===== src/rtl/ftdi_tx_arbiter_pkg.sv =====
`default_nettype none
// ============================================================================
//  Module   : ftdi_arb_pkg
//  Purpose  : Shared constants for the FTDI TX packet arbiter and its
//             round-robin picker (FSM encoding, header layout, limits).
//  Ports    : none (package)
//  Revision : 1.0  initial release
// ============================================================================
package ftdi_arb_pkg;

  // Arbiter FSM encoding
  localparam int         STATE_W = 2;
  localparam logic [1:0] ST_IDLE = 2'd0;
  localparam logic [1:0] ST_HDR  = 2'd1;
  localparam logic [1:0] ST_DATA = 2'd2;

  // Header beat layout: magic byte in [7:0], source channel in [15:8]
  localparam logic [7:0] HDR_MAGIC     = 8'hA5;
  localparam int         HDR_FIELD_W   = 8;
  localparam int         HDR_MAGIC_LSB = 0;
  localparam int         HDR_CH_LSB    = 8;

  // Channel limits and status widths
  localparam int         MAX_N_CH      = 16;
  localparam int         GRANT_W       = $clog2(MAX_N_CH);
  localparam int         PKT_CNT_W     = 16;

  // Width of a channel index for n channels (at least one bit)
  function automatic int ch_idx_w(input int n);
    return (n > 1) ? $clog2(n) : 1;
  endfunction

endpackage
`default_nettype wire


===== src/rtl/ftdi_tx_arbiter_if.sv =====
`default_nettype none
// ============================================================================
//  Module   : ftdi_tx_arbiter_if
//  Purpose  : Bundles the N_CH requester AXI-stream inputs and the merged
//             AXI-stream output of the TX arbiter.
//  Ports    : in_tvalid/in_tready/in_tdata/in_tkeep/in_tlast (per channel,
//             packed channel i at [i*W +: W]); out_tvalid/out_tready/
//             out_tdata/out_tkeep/out_tlast (merged stream).
//             master = arbiter view, slave = surrounding system view.
//  Revision : 1.0  initial release
// ============================================================================
interface ftdi_tx_arbiter_if #(
  parameter int N_CH = 4,
  parameter int EW   = 2
);
  localparam int DW = 8 << EW;
  localparam int KW = 1 << EW;

  logic [N_CH-1:0]    in_tvalid;
  logic [N_CH-1:0]    in_tready;
  logic [N_CH*DW-1:0] in_tdata;
  logic [N_CH*KW-1:0] in_tkeep;
  logic [N_CH-1:0]    in_tlast;

  logic               out_tvalid;
  logic               out_tready;
  logic [DW-1:0]      out_tdata;
  logic [KW-1:0]      out_tkeep;
  logic               out_tlast;

  modport master (
    input  in_tvalid, in_tdata, in_tkeep, in_tlast,
    output in_tready,
    output out_tvalid, out_tdata, out_tkeep, out_tlast,
    input  out_tready
  );

  modport slave (
    output in_tvalid, in_tdata, in_tkeep, in_tlast,
    input  in_tready,
    input  out_tvalid, out_tdata, out_tkeep, out_tlast,
    output out_tready
  );

endinterface
`default_nettype wire


===== src/rtl/ftdi_tx_arbiter_rr_picker.sv =====
`default_nettype none
// ============================================================================
//  Module   : rr_picker
//  Purpose  : Combinational N-way round-robin priority select. The winner is
//             the first set request at or after the pointer, wrapping.
//  Ports    : i_req [N]  request vector
//             i_ptr [IW] highest-priority index
//             o_idx [IW] winning index (0 when no request)
//             o_any      at least one request is set
//  Revision : 1.0  initial release
// ============================================================================
module rr_picker #(
  parameter int N  = 4,
  parameter int IW = (N > 1) ? $clog2(N) : 1
) (
  input  logic [N-1:0]  i_req,
  input  logic [IW-1:0] i_ptr,
  output logic [IW-1:0] o_idx,
  output logic          o_any
);

  // One spare bit so ptr+k can exceed N-1 before the wrap correction
  logic [IW:0] w_cand;

  always_comb begin
    o_idx  = '0;
    o_any  = 1'b0;
    w_cand = '0;
    for (int k = 0; k < N; k++) begin
      w_cand = {1'b0, i_ptr} + (IW+1)'(k);
      if (w_cand >= (IW+1)'(N)) begin
        w_cand = w_cand - (IW+1)'(N);
      end
      if (!o_any && i_req[w_cand[IW-1:0]]) begin
        o_idx = w_cand[IW-1:0];
        o_any = 1'b1;
      end
    end
  end

endmodule
`default_nettype wire


===== src/rtl/ftdi_tx_arbiter.sv =====
`default_nettype none
// ============================================================================
//  Module   : ftdi_tx_arbiter
//  Purpose  : Packet-level round-robin arbiter merging N_CH AXI streams onto
//             the single TX stream of the FTDI 245-FIFO controller. A grant
//             is held from first beat to tlast; an optional one-beat header
//             (A5 magic + channel id) precedes each packet.
//  Ports    : clk         user clock (controller tx_clk)
//             rstn_async  asynchronous active-low reset
//             bus         ftdi_tx_arbiter_if.master (inputs + merged output)
//             grant_id    channel currently granted, valid while busy
//             busy        high while a packet (header or data) is in flight
//             pkt_cnt     completed output packets, wraps at 2^16
//  Revision : 1.0  initial release
// ============================================================================
module ftdi_tx_arbiter
  import ftdi_arb_pkg::*;
#(
  parameter int N_CH   = 4,
  parameter int EW     = 2,
  parameter int HEADER = 1
) (
  input  logic                 clk,
  input  logic                 rstn_async,
  ftdi_tx_arbiter_if.master    bus,
  output logic [GRANT_W-1:0]   grant_id,
  output logic                 busy,
  output logic [PKT_CNT_W-1:0] pkt_cnt
);

  localparam int DW = 8 << EW;
  localparam int KW = 1 << EW;
  localparam int CW = ch_idx_w(N_CH);

  logic [STATE_W-1:0]   r_state;
  logic [CW-1:0]        r_grant;
  logic [CW-1:0]        r_rr_ptr;
  logic [PKT_CNT_W-1:0] r_pkt_cnt;

  logic [CW-1:0]        w_win;
  logic                 w_any;
  logic                 w_last_hs;
  logic [CW-1:0]        w_next_ptr;
  logic [DW-1:0]        w_hdr_data;
  logic [DW-1:0]        w_ch_data [N_CH];
  logic [KW-1:0]        w_ch_keep [N_CH];

  // Unpack the flat per-channel buses so the grant can index them directly
  generate
    for (genvar gi = 0; gi < N_CH; gi++) begin : g_ch
      assign w_ch_data[gi] = bus.in_tdata[gi*DW +: DW];
      assign w_ch_keep[gi] = bus.in_tkeep[gi*KW +: KW];
    end
  endgenerate

  rr_picker #(
    .N  (N_CH),
    .IW (CW)
  ) u_pick (
    .i_req (bus.in_tvalid),
    .i_ptr (r_rr_ptr),
    .o_idx (w_win),
    .o_any (w_any)
  );

  // Header beat only exists when DW >= 16; the HEADER=0 build never reads it
  generate
    if (HEADER != 0) begin : g_hdr
      always_comb begin
        w_hdr_data = '0;
        w_hdr_data[HDR_MAGIC_LSB +: HDR_FIELD_W] = HDR_MAGIC;
        w_hdr_data[HDR_CH_LSB    +: HDR_FIELD_W] = HDR_FIELD_W'(r_grant);
      end
    end else begin : g_no_hdr
      assign w_hdr_data = '0;
    end
  endgenerate

  assign w_last_hs  = (r_state == ST_DATA) && bus.in_tvalid[r_grant] &&
                      bus.out_tready && bus.in_tlast[r_grant];
  // Channel just served drops to lowest priority
  assign w_next_ptr = (r_grant == CW'(N_CH - 1)) ? '0 : r_grant + 1'b1;

  always_ff @(posedge clk or negedge rstn_async) begin
    if (!rstn_async) begin
      r_state   <= ST_IDLE;
      r_grant   <= '0;
      r_rr_ptr  <= '0;
      r_pkt_cnt <= '0;
    end else begin
      case (r_state)
        ST_IDLE: begin
          if (w_any) begin
            r_grant <= w_win;
            r_state <= (HEADER != 0) ? ST_HDR : ST_DATA;
          end
        end
        ST_HDR: begin
          if (bus.out_tready) begin
            r_state <= ST_DATA;
          end
        end
        ST_DATA: begin
          if (w_last_hs) begin
            r_pkt_cnt <= r_pkt_cnt + 1'b1;
            r_rr_ptr  <= w_next_ptr;
            r_state   <= ST_IDLE;
          end
        end
        default: r_state <= ST_IDLE;
      endcase
    end
  end

  // Output mux. out_tvalid depends only on state and the granted input,
  // never on out_tready.
  always_comb begin
    bus.in_tready  = '0;
    bus.out_tvalid = 1'b0;
    bus.out_tdata  = '0;
    bus.out_tkeep  = '0;
    bus.out_tlast  = 1'b0;
    case (r_state)
      ST_HDR: begin
        bus.out_tvalid = 1'b1;
        bus.out_tdata  = w_hdr_data;
        bus.out_tkeep  = '1;
      end
      ST_DATA: begin
        bus.in_tready[r_grant] = bus.out_tready;
        bus.out_tvalid         = bus.in_tvalid[r_grant];
        bus.out_tdata          = w_ch_data[r_grant];
        bus.out_tkeep          = w_ch_keep[r_grant];
        bus.out_tlast          = bus.in_tlast[r_grant];
      end
      default: ;
    endcase
  end

  assign grant_id = GRANT_W'(r_grant);
  assign busy     = (r_state != ST_IDLE);
  assign pkt_cnt  = r_pkt_cnt;

endmodule
`default_nettype wire

===== src/flat_wrapper.sv =====
// flat-port wrapper written by rule: the top's interface ports become plain ports
module ftdi_tx_arbiter_flat import ftdi_arb_pkg::*;
#(
  parameter int N_CH   = 4,
  parameter int EW     = 2,
  parameter int HEADER = 1
)
  (clk, rstn_async, grant_id, busy, pkt_cnt, bus_in_tvalid, bus_in_tdata, bus_in_tkeep, bus_in_tlast, bus_in_tready, bus_out_tvalid, bus_out_tdata, bus_out_tkeep, bus_out_tlast, bus_out_tready);
  ftdi_tx_arbiter_if #(.N_CH(N_CH), .EW(EW)) bus_i ();
  input  logic clk;
  input  logic rstn_async;
  output logic [GRANT_W-1:0] grant_id;
  output logic busy;
  output logic [PKT_CNT_W-1:0] pkt_cnt;
  input wire logic [$bits(bus_i.in_tvalid)-1:0] bus_in_tvalid;
  input wire logic [$bits(bus_i.in_tdata)-1:0] bus_in_tdata;
  input wire logic [$bits(bus_i.in_tkeep)-1:0] bus_in_tkeep;
  input wire logic [$bits(bus_i.in_tlast)-1:0] bus_in_tlast;
  output wire logic [$bits(bus_i.in_tready)-1:0] bus_in_tready;
  output wire logic [$bits(bus_i.out_tvalid)-1:0] bus_out_tvalid;
  output wire logic [$bits(bus_i.out_tdata)-1:0] bus_out_tdata;
  output wire logic [$bits(bus_i.out_tkeep)-1:0] bus_out_tkeep;
  output wire logic [$bits(bus_i.out_tlast)-1:0] bus_out_tlast;
  input wire logic [$bits(bus_i.out_tready)-1:0] bus_out_tready;
  assign bus_i.in_tvalid = bus_in_tvalid;
  assign bus_i.in_tdata = bus_in_tdata;
  assign bus_i.in_tkeep = bus_in_tkeep;
  assign bus_i.in_tlast = bus_in_tlast;
  assign bus_in_tready = bus_i.in_tready;
  assign bus_out_tvalid = bus_i.out_tvalid;
  assign bus_out_tdata = bus_i.out_tdata;
  assign bus_out_tkeep = bus_i.out_tkeep;
  assign bus_out_tlast = bus_i.out_tlast;
  assign bus_i.out_tready = bus_out_tready;
  ftdi_tx_arbiter #(.N_CH(N_CH), .EW(EW), .HEADER(HEADER)) u_core (.clk(clk), .rstn_async(rstn_async), .bus(bus_i), .grant_id(grant_id), .busy(busy), .pkt_cnt(pkt_cnt));
endmodule

===== config.mk =====
export PLATFORM = sky130hd
export DESIGN_NAME = ftdi_tx_arbiter_flat
export DESIGN_NICKNAME = d
export VERILOG_FILES = /design/src/rtl/ftdi_tx_arbiter_pkg.sv /design/src/rtl/ftdi_tx_arbiter_if.sv /design/src/rtl/ftdi_tx_arbiter_rr_picker.sv /design/src/rtl/ftdi_tx_arbiter.sv /design/src/flat_wrapper.sv
export SDC_FILE = /design/constraint.sdc
export NUM_CORES = 1
export LEC_CHECK = 0
export BUFFER_PORTS_ARGS = -buffer_cell sky130_fd_sc_hd__clkbuf_2
export CAP_MARGIN = 25
export CORE_MARGIN = 4
export CORE_UTILIZATION = 39
export CTS_CLUSTER_DIAMETER = 80
export DETAILED_ROUTE_END_ITERATION = 10
export GPL_TIMING_DRIVEN = 0
export PLACE_DENSITY = 0.82
export SLEW_MARGIN = 0
export SYNTH_ARGS = -nofsm -noshare
export SYNTH_HDL_FRONTEND = slang
export SYNTH_SLANG_ARGS = --single-unit

===== constraint.sdc =====
create_clock -name clk -period 2.3 [get_ports clk]
set_input_delay 0.23 -clock clk [delete_from_list [all_inputs] [get_ports clk]]
set_output_delay 0.23 -clock clk [all_outputs]
set_load 0.005 [all_outputs]

# == Yosys cells after proc, flatten, opt, wreduce, memory -nomap -nowiden ==
# Cells that the tools add are included.
# word_totals
reg_bits,22
mem_bits_rw,0
romBits,0
output_inout_bits,63
memories,0
wordCells,89
inputBits,155
latchBits,0
# classes
eq_ne,6
n_mux,42
addsub,9
shift,0
multipliers,0
bitwise_logic,2
reduce_logical,15
n_lt_le_gt_ge,11
n_div,0
# ops
op,count
binary-select mux 32 bit (select 2 bit),1
2-to-1 mux 32 bit,2
case mux 32 bit (2 select lines),1
2-to-1 mux 2 bit,12
adder 16 x 1 -> 16 bit (second input constant),1
less-than comparator 2 x 3 -> 1 bit (second input constant),5
binary-select mux 1 bit (select 2 bit),6
>= comparator 3 bit (second input constant),4
2-to-1 mux 1 bit,12
2-to-1 mux 4 bit,3
binary-select mux 4 bit (select 2 bit),1
case mux 4 bit (2 select lines),1
subtractor 2 x 1 -> 2 bit (second input constant),4
logical AND 1 bit,7
adder 2 x 2 -> 3 bit (second input constant),2
case mux 2 bit (3 select lines),1
AND 4 bit,1
equality test 2 bit (second input constant),2
inequality test 2 bit (second input constant),2
AND reduction 2 bit,2
adder 2 x 1 -> 3 bit (second input constant),1
>= comparator 2 x 3 -> 1 bit (second input constant),1
zero test 1 bit,3
inverter 2 -> 3 bit,1
other kinds (9),9

# == Longest topological paths before layout ==
# Gate-level depths: netlist (run 1).
# depth
word_depth,16
ltp_mapped,8
ltp_nobuf,6

# == Modules after synthesis ==
# A second synthesis (run 1) with hierarchy kept.
# hier_totals
cells_unflattened,237
area_unflattened_um2,2471.1
# by_module_without_submodules
mod,seq_area_each_um2,area_per_inst_um2,n_inst,cells_each
ftdi_tx_arbiter,550.5,2393.5,1,222
rr_picker,0.0,77.6,1,15

# == Worst setup path before layout (run 1) ==
# No wires, ideal clock.
# synth_timing
path_type,reg-to-reg
from,register u_core.r_grant[0]
to,register u_core.r_state[1]
synth_period_minus_slack_ns,1.797
setup_slack_ns,0.503
required_time_ns,2.172
path_stages_with_launch,6
arrival_ns,1.669
setup_ns,0.128
path_buffers,1
path_cell_list,dfrtp_1 buf_6 mux4_2 and3_4 o22ai_2 mux2_1
# synth_via
elab_chain_len,7
elab_cells_between_ends,9
cone_classes,eq/ne (1); mux (4); reduce/logical (4)
# synth_rtl
element,line_no,rtl
from (decl),ftdi_tx_arbiter.sv:36,logic [CW-1:0] r_grant;
from (signal assigned),ftdi_tx_arbiter.sv:94,r_grant <= w_win;
binary-select mux 1 bit (select 2 bit),ftdi_tx_arbiter.sv:79,assign w_last_hs = (r_state == ST_DATA) && bus.in_tvalid[r_grant] &&
2-to-1 mux 1 bit (implied by the code),ftdi_tx_arbiter.sv:79,
logical AND 1 bit (2 in a row),ftdi_tx_arbiter.sv:79,
logical AND 1 bit (*),ftdi_tx_arbiter.sv:80,bus.out_tready && bus.in_tlast[r_grant];
inequality test 2 x 1 -> 1 bit (no source line) (*),n/a,
AND reduction 3 bit (no source line) (*),n/a,
to (signal assigned),ftdi_tx_arbiter.sv:95,r_state <= (HEADER != 0) ? ST_HDR : ST_DATA;
to (decl),ftdi_tx_arbiter.sv:35,logic [STATE_W-1:0] r_state;
# Every way passes the cells marked *; elsewhere a longest branch is shown, timed or not. The select of a mux whose other input is x is not followed.
# A chain may end at the register's enable or synchronous reset.

# == Worst setup path in the final report (run 1) ==
# layout_timing
from,register u_core.r_state[0]
to,output bus_out_tdata[8]
# layout_via
elab_chain_len,2
elab_cells_between_ends,3
cone_classes,eq/ne (2); mux (1)
# layout_rtl
element,line_no,rtl
equality test 2 bit / equality test 2 x 1 -> 1 bit (equally long branches),ftdi_tx_arbiter.sv:123,case (r_state)
case mux 32 bit (2 select lines) (*),ftdi_tx_arbiter.sv:123,
to (decl),flat_wrapper.sv:21,output wire logic [$bits(bus_i.out_tdata)-1:0] bus_out_tdata;
# Every way passes the cells marked *; elsewhere a longest branch is shown, timed or not.

==> key figures, run 1 <==
STA
  • Number of slew-limit violations in the final report: 0
  • Worst-case clock skew: 0.00113 ns
  • Maximum operating frequency: 0.458 GHz
  • Pin slew with the least headroom to its limit: 0.550 ns
  • Setup repair after global routing missed its margin: yes
  • Final Hold Fails: 0
  • Finish-stage setup viols: 0
  • Setup Total Neg Slack: 0 ns
  • Time the final worst path needs with I/O delays and setup: 2.19 ns
  • Normalized max-slew margin: 0.634
  • Final period utilization: 0.950
  • Hold slack final: 0.316 ns

Yosys
  • Total of warnings raised by yosys: 0
  • Per-instance average area after synthesis: 10.6 sq um
  • Register bit total from synthesis: 22
  • Count leader, synth: sky130_fd_sc_hd__mux4_2
  • Flip-flop cell with the highest count after synthesis: sky130_fd_sc_hd__dfrtp_1
  • Library cell occupying the most area in the post-synthesis netlist: sky130_fd_sc_hd__mux4_2
  • Most instantiated cells after synthesis: sky130_fd_sc_hd__mux4_2, sky130_fd_sc_hd__nor2b_1, sky130_fd_sc_hd__dfrtp_1
  • Proportion of synthesized chip area in sequential cells: 0.220
  • Proportion of netlist area held by the largest area contributor: 0.325
  • Proportion of synthesized flip-flops having asynchronous set or reset: 1.00
  • Number of distinct library cells after synthesis: 37
  • Area of the mapped netlist: 2500 sq um
  • EDFF count, synth: 0
  • Most area-consuming cells after synthesis: sky130_fd_sc_hd__mux4_2, sky130_fd_sc_hd__dfrtp_1, sky130_fd_sc_hd__nor2b_1, sky130_fd_sc_hd__xnor2_1, sky130_fd_sc_hd__ha_1
  • Post-synthesis cell count: 235

Floorplan
  • Initial Util: 0.412
  • Area of the die: 7750 sq um
  • Number of rows in the core area: 28
  • Floorplan Core Area: 6060 sq um
  • Y dimension of the die: 88.0 um
  • Number of primary I/O pins: 218
  • Floorplan die width: 88.0 um

Global route
  • Initial antenna violation count: 3
  • First-pass GRT wire length: 14.5 mm
  • Total congestion overflow: 0
  • Largest net degree at the start of global routing: 23
  • Via count of the first global-routing pass: 2888
  • GRT Overall Usage: 0.242

Drt
  • Detailed-route wire length on metal 1: 3.69 mm
  • Met3 wirelength from detailed routing: 928 um
  • Post-DR vias/cell: 5.30
  • Residual DRC: 0
  • Highest Signal Layer: met5
  • Total detailed-routing wirelength: 9.90 mm
  • Post-route ant nets: 0
  • Average wire per standard cell: 18.7 um
  • Count of TritonRoute iterations in the first routing pass: 4
  • Via count: 2807
  • Total met2 wirelength after detailed routing: 5.03 mm
  • Violation count after the first detailed-route iteration: 108

Pwr
  • Worst-case vdd ir drop: 0.431 mV
  • P_leak: 1.95 nW
  • PwrDens: 856 nW/um^2

Placed design
  • IO buf count: 215
  • Weighted congestion reported at the end of routability-driven placement: 0.890
  • HPWL Detailed: 8.70 mm

Critical path
  • Required @ worst endpoint: 2.07 ns
  • Buffers & Inverters on Critical Path: 4
  • Slowest CP cell: sky130_fd_sc_hd__dfrtp_1
  • Stage delay of the slowest cell on the critical path: 0.40 ns
  • Maximum fanout along the worst path: 10
  • Critical Path Source Type: flop
  • Critical path type: flop to output pin
  • Data arrival time of the worst path: 1.96 ns
  • Startpoint of the worst setup timing path: u_core.r_state[0]
  • FF-to-FF path depth: 5
  • Cells traversed along the worst timing path: inv_1 -> ha_1 -> clkbuf_2 -> nand2_1 -> clkbuf_2 -> a21oi_1 -> clkbuf_2
  • Reg2Reg Setup Slack: 0.38 ns
  • Most common cell type on the critical path: sky130_fd_sc_hd__clkbuf_2
  • Critical register-to-register path endpoint: u_core.r_state[1]
  • R2R Path Start: u_core.r_grant[0]
  • Critical path's top delay family: buffers and inverters
  • Worst Setup End Kind: output pin

CTS
  • Total CTS buffers: 3
  • Later-pin clock latency in the skew report: 0.26 ns
  • Root Buffer: sky130_fd_sc_hd__clkbuf_8
  • Buffers from clock root to sink, at most: 2
  • Htree depth: 1
  • Buffer count from post-CTS setup fixing: 0
  • TritonCTS clock tree: yes
  • Clock transition at the register clock pins on the worst setup and hold paths after CTS: 0.08 ns
  • Clock tree sinks: 22

Finish
  • Antenna Diode Count: 0
  • Layout overhead on the synthesized area: 51.0%
  • Share of the core filled with cells: 0.622
  • Final Net Count: 620
  • Share of layout cells above drive strength 1: 0.618

Job
  • Number of max-cap violations: 0

Worst hold path
  • Hold wc startpoint: bus_in_tvalid[0]
  • Hold path endpoint: u_core.r_grant[1]
  • Worst min-delay path category: input pin to flop
  • Hold Path Stages: 3

Status
  • Outcome: completed
worst max-delay path by stage:
stage / cells past startpoint / slack (ns) / endpoint
finish: 7 / 0.11 / bus_out_tdata[8]
global placement: 8 / 0.09 / bus_out_tdata[15]
global route: 7 / -0.02 / bus_out_tdata[11]
CTS: 5 / 0.003 / bus_out_tdata[3]
floorplan: 5 / 0.50 / u_core.r_state[1]
detailed placement: 8 / 0.03 / bus_out_tdata[31]
per-layer routing:
layer	vias to the layer above	GRT usage
li1	1313	-
met1	1327	0.309
met2	138	0.401
met3	23	0.0781
met4	6	0.0563
met5	-	0
report_power, final:
part           switching [mW]  internal (mW)  leakage, nW  total, mW
Combinational            1.08           1.22         1.62       2.30
Clock                   0.125          0.233       0.0357      0.358
Sequential              0.107          0.460        0.295      0.567
Total                    1.31           1.91         1.95       3.23
through the flow:
step	setup WS, ns	power [mW]	instances	instance area [sq um]
after floorplan	0.503	2.09	236	2500
after global placement	0.0866	2.79	526	3670
after detailed placement	0.0311	2.84	526	3670
after CTS	0.00288	3.22	530	3760
after global routing	-0.0166	3.49	530	3770
final	0.115	3.23	530	3770
cells in the final DEF, fill, tap and decap left out, types with 3 or more instances in the layout:
cell type                    n
sky130_fd_sc_hd__clkbuf_2  220
sky130_fd_sc_hd__mux4_2     36
sky130_fd_sc_hd__nor2b_1    25
sky130_fd_sc_hd__dfrtp_1    21
sky130_fd_sc_hd__nand2_1    17
sky130_fd_sc_hd__nor2_1     15
sky130_fd_sc_hd__nand3_1    15
sky130_fd_sc_hd__xnor2_1    13
sky130_fd_sc_hd__nand4_1    10
sky130_fd_sc_hd__inv_1       8
sky130_fd_sc_hd__ha_1        8
sky130_fd_sc_hd__buf_4       6
sky130_fd_sc_hd__mux2i_1     6
sky130_fd_sc_hd__clkbuf_1    4
sky130_fd_sc_hd__and2_1      4
sky130_fd_sc_hd__a21oi_1     4
sky130_fd_sc_hd__and3_1      4
sky130_fd_sc_hd__a21o_1      3
sky130_fd_sc_hd__nand3_2     3
sky130_fd_sc_hd__mux2_2      3
sky130_fd_sc_hd__clkbuf_8    3
tightest hold or removal path, stage by stage:
cell	delay [ns]
sky130_fd_sc_hd__clkbuf_2	0.12
sky130_fd_sc_hd__a221o_1	0.14
sky130_fd_sc_hd__mux2i_1	0.06
state kept, by name, summed over array words and instances (netlist names):
| name | flops |
|---|---|
| u_core.pkt_cnt | 16 |
| u_core.r_grant | 2 |
| u_core.r_rr_ptr | 2 |
| u_core.r_state | 2 |
cells by family after synthesis:
kind of cell | count (synthesis) | synth area share
AND/OR/NAND/NOR | 100 | 0.219
multiplexers | 46 | 0.367
buffers and inverters | 28 | 0.0541
flip-flops | 22 | 0.220
XOR/XNOR | 15 | 0.0526
AO/OA/AOI/OAI | 14 | 0.0401
adder cells (fa/ha/maj) | 9 | 0.0451
other | 1 | 0.00150
final cells by class:
type,count,area (sq um)
Fill cell,535,2290
Multi-Input combinational cell,186,1820
Timing Repair Buffer,216,1090
Sequential cell,22,552
Buffer,19,120
Tap cell,75,93.8
Clock buffer,3,41.3
Clock inverter,1,30.0
Inverter,8,30.0
what timing repair did:
action,4_1_cts,5_1_grt
setup endpoints to repair,16,36
resized for setup,4,14
hold buffers,1,0
endpoints found under the hold margin,22,0
(Power assumes the default switching activity.)
==> inputs of run 2 (changes only) <==
--- a/constraint.sdc
+++ b/constraint.sdc
@@ -3,2 +3,2 @@
 set_output_delay 0.23 -clock clk [all_outputs]
-set_load 0.005 [all_outputs]
+set_load 0.02 [all_outputs]
==> key figures, run 2 (synthesis gave the netlist of run 1 again) <==
Placed design
  • Weighted congestion reported at the end of routability-driven placement: 0.890 (unchanged)
  • IO buf count: 215 (unchanged)
  • Placement-stage cell area: 3670 sq um (unchanged)
  • Pre-CTS setup slack: -0.0114 ns (-0.0426 ns)
  • Cell count after placement: 526 (unchanged)
  • HPWL Detailed: 8.70 mm (unchanged)

STA
  • Pin slew with the least headroom to its limit: 0.557 ns (+0.00698 ns)
  • Normalized max-slew margin: 0.629 (-0.00465)
  • Worst-case clock skew: 0.00150 ns (+0.000370 ns)
  • Finish-stage setup viols: 0 (unchanged)
  • Final period utilization: 0.952 (+0.00206)
  • Number of slew-limit violations in the final report: 0 (unchanged)
  • Time the final worst path needs with I/O delays and setup: 2.19 ns (+0.00473 ns)
  • Worst setup margin: 0.110 ns (-0.00473 ns)
  • Maximum operating frequency: 0.457 GHz (-0.22%)
  • Setup Total Neg Slack: 0 ns (unchanged)
  • Setup repair after global routing missed its margin: no
  • Hold slack final: 0.316 ns (+0.000734 ns)
  • Final Hold Fails: 0 (unchanged)

Finish
  • Layout filler cell count: 532 (-0.56%)
  • Antenna Diode Count: 0 (unchanged)
  • Layout overhead on the synthesized area: 52.2%
  • Share of the core filled with cells: 0.627 (+0.00495)
  • Share of layout cells above drive strength 1: 0.618 (+0.000839)
  • Finished Cell Area: 3800 sq um (+0.80%)
  • Final Net Count: 621 (+0.16%)
  • Commonest cells after routing, fill and taps aside: sky130_fd_sc_hd__clkbuf_2, sky130_fd_sc_hd__mux4_2, sky130_fd_sc_hd__nor2b_1
  • Final Instance Count excl. Fillers: 531 (+0.19%)
  • Max reg flops: 16 (unchanged)
  • Most common library cell in the layout ignoring fill and taps: sky130_fd_sc_hd__clkbuf_2

Floorplan
  • Floorplan Core Area: 6060 sq um (unchanged)
  • Y dimension of the die: 88.0 um (unchanged)
  • Number of primary I/O pins: 218 (unchanged)
  • Area of the die: 7750 sq um (unchanged)
  • Floorplan die width: 88.0 um (unchanged)
  • Initial Util: 0.412 (unchanged)
  • Number of rows in the core area: 28 (unchanged)

Critical path
  • Slowest CP cell: sky130_fd_sc_hd__dfrtp_2
  • Stage delay of the slowest cell on the critical path: 0.48 ns (+0.08 ns)
  • Required @ worst endpoint: 2.07 ns (about the same)
  • Maximum fanout along the worst path: 10 (unchanged)
  • Critical path type: flop to output pin
  • Worst Setup End Kind: output pin
  • Cells traversed along the worst timing path: buf_4 -> buf_2 -> mux2i_1 -> nor2_1 -> nor2_1 -> a21oi_1 -> buf_4
  • Critical Path Source Type: flop
  • FF-to-FF path depth: 5 (unchanged)
  • Data arrival time of the worst path: 1.96 ns (about the same)

CTS
  • Clock tree sinks: 22 (unchanged)
  • Htree depth: 1 (unchanged)
  • Root Buffer: sky130_fd_sc_hd__clkbuf_8
  • Total CTS buffers: 3 (unchanged)
  • Later-pin clock latency in the skew report: 0.26 ns (about the same)
  • Clock transition at the register clock pins on the worst setup and hold paths after CTS: 0.08 ns (about the same)
  • TritonCTS clock tree: yes
  • Buffers from clock root to sink, at most: 2 (unchanged)

Worst hold path
  • Worst min-delay path category: input pin to flop
  • Hold Path Stages: 3 (unchanged)

Pwr
  • Sum of internal, switching and leakage power: 3.62 mW (+12%)
  • Switching Power: 1.66 mW (+26%)
  • Proportion of power drawn by flip-flops and latches: 0.157 (-0.019)
  • Design internal power: 1.96 mW (+2.4%)
  • Share of power burned in the clock network: 0.099 (-0.012)
  • PwrDens: 952 nW/um^2 (+11%)
  • Switching share of total power: 0.458 (+0.0515)
  • Worst-case vdd ir drop: 0.541 mV (+26%)
  • P_leak: 1.95 nW (+0.12%)
  • Comb pwr share: 0.744 (+0.031)

Global route
  • GRT Overall Usage: 0.242 (+0.000392)
  • Total congestion overflow: 0 (unchanged)
  • Via count of the first global-routing pass: 2889 (+0.035%)
  • Largest net degree at the start of global routing: 23 (unchanged)
  • First-pass GRT wire length: 14.6 mm (+0.14%)
  • Initial antenna violation count: 3 (unchanged)

Drt
  • Total detailed-routing wirelength: 9.96 mm (+0.54%)
  • Count of TritonRoute iterations in the first routing pass: 4 (unchanged)
  • Post-DR vias/cell: 5.30 (+0.13%)
  • Residual DRC: 0 (unchanged)
  • Post-route ant nets: 0 (unchanged)
  • Via count: 2816 (+0.32%)
  • Violation count after the first detailed-route iteration: 80 (-26%)
  • Average wire per standard cell: 18.8 um (+0.35%)

Job
  • Number of max-cap violations: 0 (unchanged)

Status
  • Outcome: completed
==> run 2: cell types whose count changed in the layout (fill, tap and decap cells not counted), sizes merged <==
cell	previous run	this run
buf	9	15
clkbuf	228	223
==> run 2: layout make-up <==
cell class	instances	area (sq um)	share of cell area
multi-input combinational	186	1830	0.481
timing repair buffer	217	1100	0.288
sequential	22	553	0.145
buffer	19	129	0.0339
tap	75	93.8	0.0247
clock buffer	3	41.3	0.0109
clock inverter	1	30.0	0.00790
inverter	8	30.0	0.00790
==> run 2: power by group through the flow <==
stage                     Sequential (mW)  Combinational, mW  Clock (mW)
after CTS                           0.565               2.64       0.365
after detailed placement            0.569               2.61           0
final                               0.570               2.69       0.358
after global placement              0.564               2.57           0
after floorplan                     0.589               1.83           0
after global routing                0.584               2.92       0.386
==> run 2: routing by layer <==
metal,global-route usage,up-vias,wire length (um)
met5,0,-,41
met4,0.0563,6,133
met3,0.0781,15,964
met2,0.402,137,5150
met1,0.309,1344,3670
li1,-,1314,-
==> run 2: timing repair <==
action	in CTS	in global routing
resized for setup	6	20
buffers inserted	0	1
endpoints found under the hold margin	22	0
hold buffers	1	0
setup endpoints to repair	29	36
==> run 2: final timing paths <==
path	slack, ns	endpoint	startpoint
min in group asynchronous	0.49	u_core.pkt_cnt[4]	rstn_async
worst min register to register	0.48	u_core.pkt_cnt[15]	u_core.pkt_cnt[15]
worst max register to register	0.40	u_core.r_state[1]	u_core.r_grant[0]
max in group asynchronous	1.41	u_core.r_grant[1]	rstn_async
worst max-delay path	0.11	bus_out_tdata[8]	u_core.r_grant[1]
worst min-delay path	0.32	u_core.r_grant[1]	bus_in_tvalid[0]
==> run 2: worst max-delay path: cells and delay by family, from the launching register on <==
kind            cells  cell delay, ns
flops               1            0.48
mux                 1            0.32
simple gates        2            0.16
compound gates      1            0.05
buf+inv             3            0.69
